## config.mk

```make
export PLATFORM = sky130hd
export DESIGN_NAME = arbiter_vote_capture
export DESIGN_NICKNAME = d
export VERILOG_FILES = /design/src/rtl/arbiter_vote_capture.sv
export SDC_FILE = /design/constraint.sdc
export NUM_CORES = 1
export LEC_CHECK = 0
export ABC_AREA = 0
export ABC_CLOCK_PERIOD_IN_PS = 2800
export CORE_MARGIN = 5
export CORE_UTILIZATION = 35
export CTS_CLUSTER_DIAMETER = 200
export DETAILED_ROUTE_END_ITERATION = 12
export PLACE_DENSITY = 0.54
export SETUP_SLACK_MARGIN = 0.1
export SYNTH_ARGS = -nofsm -noshare
export SYNTH_HDL_FRONTEND = slang
export SYNTH_SLANG_ARGS = --single-unit
export TNS_END_PERCENT = 100
```

## constraint.sdc

```tcl
create_clock -name Clk -period 2.8 [get_ports Clk]
set_input_delay 0.28 -clock Clk [delete_from_list [all_inputs] [get_ports Clk]]
set_output_delay 0.28 -clock Clk [all_outputs]
set_load 0.02 [all_outputs]
```

## src/rtl/arbiter_vote_capture.sv

```systemverilog
// Capture stage for WIDTH arbiter PUF channels: synchroniser, repeated sampling,
// per-channel majority vote and stability flag behind a start/busy/valid handshake.
module arbiter_vote_capture #(
    parameter int unsigned WIDTH       = 8,
    parameter int unsigned SYNC_STAGES = 2,
    parameter int unsigned VOTES       = 5
) (
    input  logic             Clk,
    input  logic             Rst_n,
    input  logic [WIDTH-1:0] d,
    input  logic             start,
    output logic             busy,
    output logic [WIDTH-1:0] q,
    output logic [WIDTH-1:0] stable,
    output logic             q_valid
);

    localparam int unsigned CW = $clog2(VOTES + 1);
    localparam int unsigned PW = $clog2(SYNC_STAGES + VOTES + 1);
    localparam logic [CW-1:0] HALF        = CW'(VOTES / 2);
    localparam logic [CW-1:0] ALL         = CW'(VOTES);
    localparam logic [PW-1:0] FLUSH_LAST  = PW'(SYNC_STAGES - 1);
    localparam logic [PW-1:0] SAMPLE_LAST = PW'(VOTES - 1);
    localparam logic [PW-1:0] PHASE_ONE   = PW'(1);

    typedef enum logic [1:0] {StIdle, StFlush, StSample} state_e;

    state_e           state_q, state_d;
    logic [PW-1:0]    phase_q, phase_d;
    logic [WIDTH-1:0] sync_q [SYNC_STAGES];
    logic [CW-1:0]    cnt_q  [WIDTH];
    logic [CW-1:0]    cnt_d  [WIDTH];
    logic [WIDTH-1:0] q_q, q_d, stable_q, stable_d;
    logic             q_valid_q, q_valid_d;
    logic             last_sample;

    always_ff @(posedge Clk) begin
        if (!Rst_n) begin
            for (int k = 0; k < SYNC_STAGES; k++) sync_q[k] <= '0;
        end else begin
            sync_q[0] <= d;
            for (int k = 1; k < SYNC_STAGES; k++) sync_q[k] <= sync_q[k-1];
        end
    end

    always_comb begin
        state_d     = state_q;
        phase_d     = phase_q;
        last_sample = 1'b0;
        unique case (state_q)
            StIdle: begin
                phase_d = '0;
                if (start) state_d = StFlush;
            end
            // Drain samples taken before the request out of the synchroniser.
            StFlush: begin
                if (phase_q == FLUSH_LAST) begin
                    phase_d = '0;
                    state_d = StSample;
                end else begin
                    phase_d = phase_q + PHASE_ONE;
                end
            end
            StSample: begin
                if (phase_q == SAMPLE_LAST) begin
                    last_sample = 1'b1;
                    phase_d     = '0;
                    state_d     = StIdle;
                end else begin
                    phase_d = phase_q + PHASE_ONE;
                end
            end
            default: begin
                state_d = StIdle;
                phase_d = '0;
            end
        endcase
    end

    always_comb begin
        q_d       = q_q;
        stable_d  = stable_q;
        q_valid_d = last_sample;
        for (int i = 0; i < WIDTH; i++) begin
            cnt_d[i] = (state_q == StSample) ? cnt_q[i] + CW'(sync_q[SYNC_STAGES-1][i]) : '0;
            if (last_sample) begin
                q_d[i]      = (cnt_d[i] > HALF);
                stable_d[i] = (cnt_d[i] == '0) || (cnt_d[i] == ALL);
            end
        end
    end

    always_ff @(posedge Clk) begin
        if (!Rst_n) begin
            state_q   <= StIdle;
            phase_q   <= '0;
            q_q       <= '0;
            stable_q  <= '0;
            q_valid_q <= 1'b0;
            for (int i = 0; i < WIDTH; i++) cnt_q[i] <= '0;
        end else begin
            state_q   <= state_d;
            phase_q   <= phase_d;
            q_q       <= q_d;
            stable_q  <= stable_d;
            q_valid_q <= q_valid_d;
            for (int i = 0; i < WIDTH; i++) cnt_q[i] <= cnt_d[i];
        end
    end

    assign busy    = (state_q != StIdle);
    assign q       = q_q;
    assign stable  = stable_q;
    assign q_valid = q_valid_q;

endmodule

```

==> qor.log <==
[pwr] Int Power 1.34 mW
[detailed_routing] number of vias per cell after detailed routing 4.72
[setup_path] CP Launch Point state_q[0]$_SDFFE_PN0P_
[floorplan] standard cell core area 0.00668 mm²
[clocking] cell chosen for the clock root sky130_fd_sc_hd__clkbuf_8
[pwr] total leakage power 1.32 nW
[clocking] Num CTS Buffers 9
[sta] endpoints failing setup 0
[clocking] CTS Sinks 62
[setup_path] worst setup path endpoint busy
[global_routing] first-pass GRT wire length 7300 µm
[synth] number of instances in the synthesized netlist 220
[place] number of buffer cells added on primary ports 28
[worst_hold_path] Hold Crit Class flop to flop
[global_routing] residual overflow from global routing 0
[finish] n_diodes 0
[detailed_routing] post-route ant nets 0
[setup_path] data arrival time at the worst-slack endpoint 1640 ps
[global_routing] overall fraction of global-route tracks in use 11.1%
[place] worst slack at placement 958 ps
[synth] library cells used by synthesis 27
[clocking] Gates resized, CTS repair 0
[place] Final HPWL DP 2980 µm
[pwr] total power after layout 1.86 mW
[setup_path] data required time at the worst endpoint 2520 ps
[synth] Primary FF master, synth sky130_fd_sc_hd__dfxtp_1
[synth] largest area contributor in the netlist sky130_fd_sc_hd__dfxtp_1
[sta] setup slack after layout 881 ps
[synth] post-synthesis register bit count 62
[setup_path] type of destination of the critical path output pin
[floorplan] Die Area 0.00850 mm²
[floorplan] num ports 29
[pwr] NetSw 0.519 mW
[clocking] hold bufs inserted after CTS 0
[finish] final standard cell count with taps included and fillers excluded 337
[finish] area of all placed cells without fillers 0.00289 mm²
[outcome] run status completed
[pwr] switching portion of total power 27.9%
[sta] final critical path time including I/O delays and setup 1920 ps
[global_routing] initial antenna violation count 0
[global_routing] number of global-route vias before repair 1557
[place] placed cell area 0.00271 mm²
[sta] transition time at the pin with the least slew margin 550 ps
[setup_path] nature of the critical path startpoint flop
[synth] sequential area share after synthesis 52.5%
[floorplan] chip height 92.2 µm
[place] number of cells in the design after placement 321
[setup_path] worst setup slack for register-to-register paths 1180 ps
[synth] net count after synthesis 254
[synth] post-synthesis area per instance 10.7 µm²
[sta] setup repair after global routing missed its margin false
[synth] area of the mapped netlist 0.00236 mm²
[synth] Synth async-reset ratio 0%
[synth] number of flops mapped to enable cells by yosys 0
[detailed_routing] iteration-0 DRC count of the detailed router 53
[pwr] worst ir drop on vdd 266 µV
[finish] share of the core filled with cells in the final layout 43.3%
[place] routability cong. 0.727
[pwr] Logic pwr share 12.2%
[finish] share of final-layout standard cells stronger than drive strength 1 8.17%
[setup_path] startpoint of the most critical register-to-register path state_q[0]$_SDFFE_PN0P_
[run] max-cap violations 0
[detailed_routing] routed via count 1590
[detailed_routing] Routed wire per std cell 12.8 µm
[setup_path] worst-path maximum fanout 3
[detailed_routing] number of iterations in the first detailed-routing pass 4
[clocking] clock tree from TritonCTS done
[floorplan] initial standard-cell utilization of the core 35.4%
[sta] setup_tns 0 ps
[sta] number of hold violations in the final report 0
[global_routing] maximum number of pins on one net before global-route repair 26
[setup_path] critical path class flop to output pin
[sta] post-route worst hold slack 426 ps
[finish] Total Nets Final 286
[clocking] clock latency of the later-clocked register in the worst-skew pair 340 ps
[clocking] Max H-tree Level 3
[sta] Clock Skews 8.56 ps
[floorplan] Horiz. Die Dim 92.2 µm
[detailed_routing] count of unresolved DRC violations after routing 0
[setup_path] capture instance of the worst register-to-register path q[3]$_SDFFE_PN0P_
[detailed_routing] wirelength, routed 4310 µm
[sta] number of pins with negative max-slew slack in the final report 0
[pwr] sequential share of power 49.7%
[sta] max_slew headroom 63.4%
[synth] Synth area leaders sky130_fd_sc_hd__dfxtp_1, sky130_fd_sc_hd__ha_1, sky130_fd_sc_hd__xor2_1, sky130_fd_sc_hd__and3_1, sky130_fd_sc_hd__and2_1
[sta] final worst-path cycle share 68.5%
[clocking] CTS clk-pin slew, worst paths 70 ps
[floorplan] number of core rows 30
[finish] Syn-to-layout area delta 22.2%
[pwr] power per unit of standard cell area 643 mW/mm²
[synth] number of synthesis warnings 0
[clocking] Clock Tree Buf Depth 2
[setup_path] reg2reg path depth 5
[synth] share of the synthesized area in the top cell type 52.5%
[pwr] Clock Power Share 38.1%
[clocking] number of buffers inserted by post-CTS setup repair 0
[sta] maximum clock rate 0.521 GHz
[sequential cells by signal (all words and copies together) (netlist names)]
name / count
stable: 8
state_q: 2
sync_q: 16
q: 8
phase_q: 3
cnt_q: 24
q_valid: 1
[worst min path at each step]
stage / start / to / slack (ps) / cells after the start
global placement: sync_q[0][4]$_SDFF_PN0_ / sync_q[0][12]$_SDFF_PN0_ / 420 / 1
detailed placement: sync_q[0][0]$_SDFF_PN0_ / sync_q[0][8]$_SDFF_PN0_ / 420 / 1
CTS: sync_q[0][4]$_SDFF_PN0_ / sync_q[0][12]$_SDFF_PN0_ / 430 / 1
global route: sync_q[0][6]$_SDFF_PN0_ / sync_q[0][14]$_SDFF_PN0_ / 440 / 1
floorplan: d[3] / sync_q[0][3]$_SDFF_PN0_ / 400 / 1
finish: sync_q[0][4]$_SDFF_PN0_ / sync_q[0][12]$_SDFF_PN0_ / 430 / 1
[cell usage after synthesis, types with 6 or more instances]
library cell / n
sky130_fd_sc_hd__nand2_1: 7
sky130_fd_sc_hd__and2_1: 16
sky130_fd_sc_hd__xor2_1: 14
sky130_fd_sc_hd__inv_1: 7
sky130_fd_sc_hd__a21oi_1: 16
sky130_fd_sc_hd__o41ai_1: 7
sky130_fd_sc_hd__ha_1: 23
sky130_fd_sc_hd__nor2b_1: 7
sky130_fd_sc_hd__nor2_1: 6
sky130_fd_sc_hd__dfxtp_1: 62
sky130_fd_sc_hd__and3_1: 17
sky130_fd_sc_hd__o21ai_0: 8
sky130_fd_sc_hd__nand3_1: 8
[area by class of cell]
type,count,area [µm²]
inverter,7,26.3
multi-input combinational,141,1040
fill,690,3790
timing repair buffer,31,303
clock buffer,9,124
sequential,62,1240
tap,80,100
clock inverter,7,56.3
[cell families after synthesis]
group | count (synthesis) | share of synthesized area (%)
compound gates | 35 | 9.37
xor+xnor | 17 | 6.30
fa+ha+maj | 23 | 12.2
buf+inv | 17 | 3.54
flops | 62 | 52.5
mux | 2 | 0.847
simple gates | 64 | 15.3
[critical path: stages, from the launching register on]
cell	delay (ps)
sky130_fd_sc_hd__dfxtp_1	360
sky130_fd_sc_hd__inv_1	80
sky130_fd_sc_hd__ha_1	200
sky130_fd_sc_hd__inv_1	70
sky130_fd_sc_hd__clkdlybuf4s50_1	600
[power groups by stage]
stage	registers, mW	clock network, mW	logic (mW)
after floorplan	0.941	0	0.159
after global placement	0.945	0	0.232
after detailed placement	0.945	0	0.232
after CTS	0.924	0.730	0.233
after global routing	0.927	0.764	0.257
final	0.924	0.707	0.226
[cells in the final DEF, fill, tap and decap left out]
cell type and n:
sky130_fd_sc_hd__a21oi_1 16, sky130_fd_sc_hd__and3_1 17, sky130_fd_sc_hd__nor2b_1 7, sky130_fd_sc_hd__inv_1 7, sky130_fd_sc_hd__clkbuf_8 9, sky130_fd_sc_hd__clkinvlp_4 4, sky130_fd_sc_hd__xor2_1 14, sky130_fd_sc_hd__nand3_2 1
sky130_fd_sc_hd__inv_6 3, sky130_fd_sc_hd__o21ai_0 8, sky130_fd_sc_hd__xnor2_1 3, sky130_fd_sc_hd__a21boi_0 1, sky130_fd_sc_hd__nand3_1 8, sky130_fd_sc_hd__nor2_1 6, sky130_fd_sc_hd__clkdlybuf4s50_1 28, sky130_fd_sc_hd__ha_1 23
sky130_fd_sc_hd__mux2i_1 2, sky130_fd_sc_hd__o2bb2ai_1 1, sky130_fd_sc_hd__dfxtp_1 62, sky130_fd_sc_hd__o41ai_2 1, sky130_fd_sc_hd__or2_1 1, sky130_fd_sc_hd__buf_4 3, sky130_fd_sc_hd__nand2b_1 1, sky130_fd_sc_hd__o21a_1 1
sky130_fd_sc_hd__and2_1 16, sky130_fd_sc_hd__nand2_1 7, sky130_fd_sc_hd__o41ai_1 7
[layer usage]
layer,track usage [%],part of all wire [%],vias to the layer above
met4,7.43,2.2,0
met5,0,0,-
met1,14.2,49,740
met2,16.7,46,20
met3,2.63,2.6,11
li1,-,-,819
No activity file was read; power rests on OpenSTA's default activity.
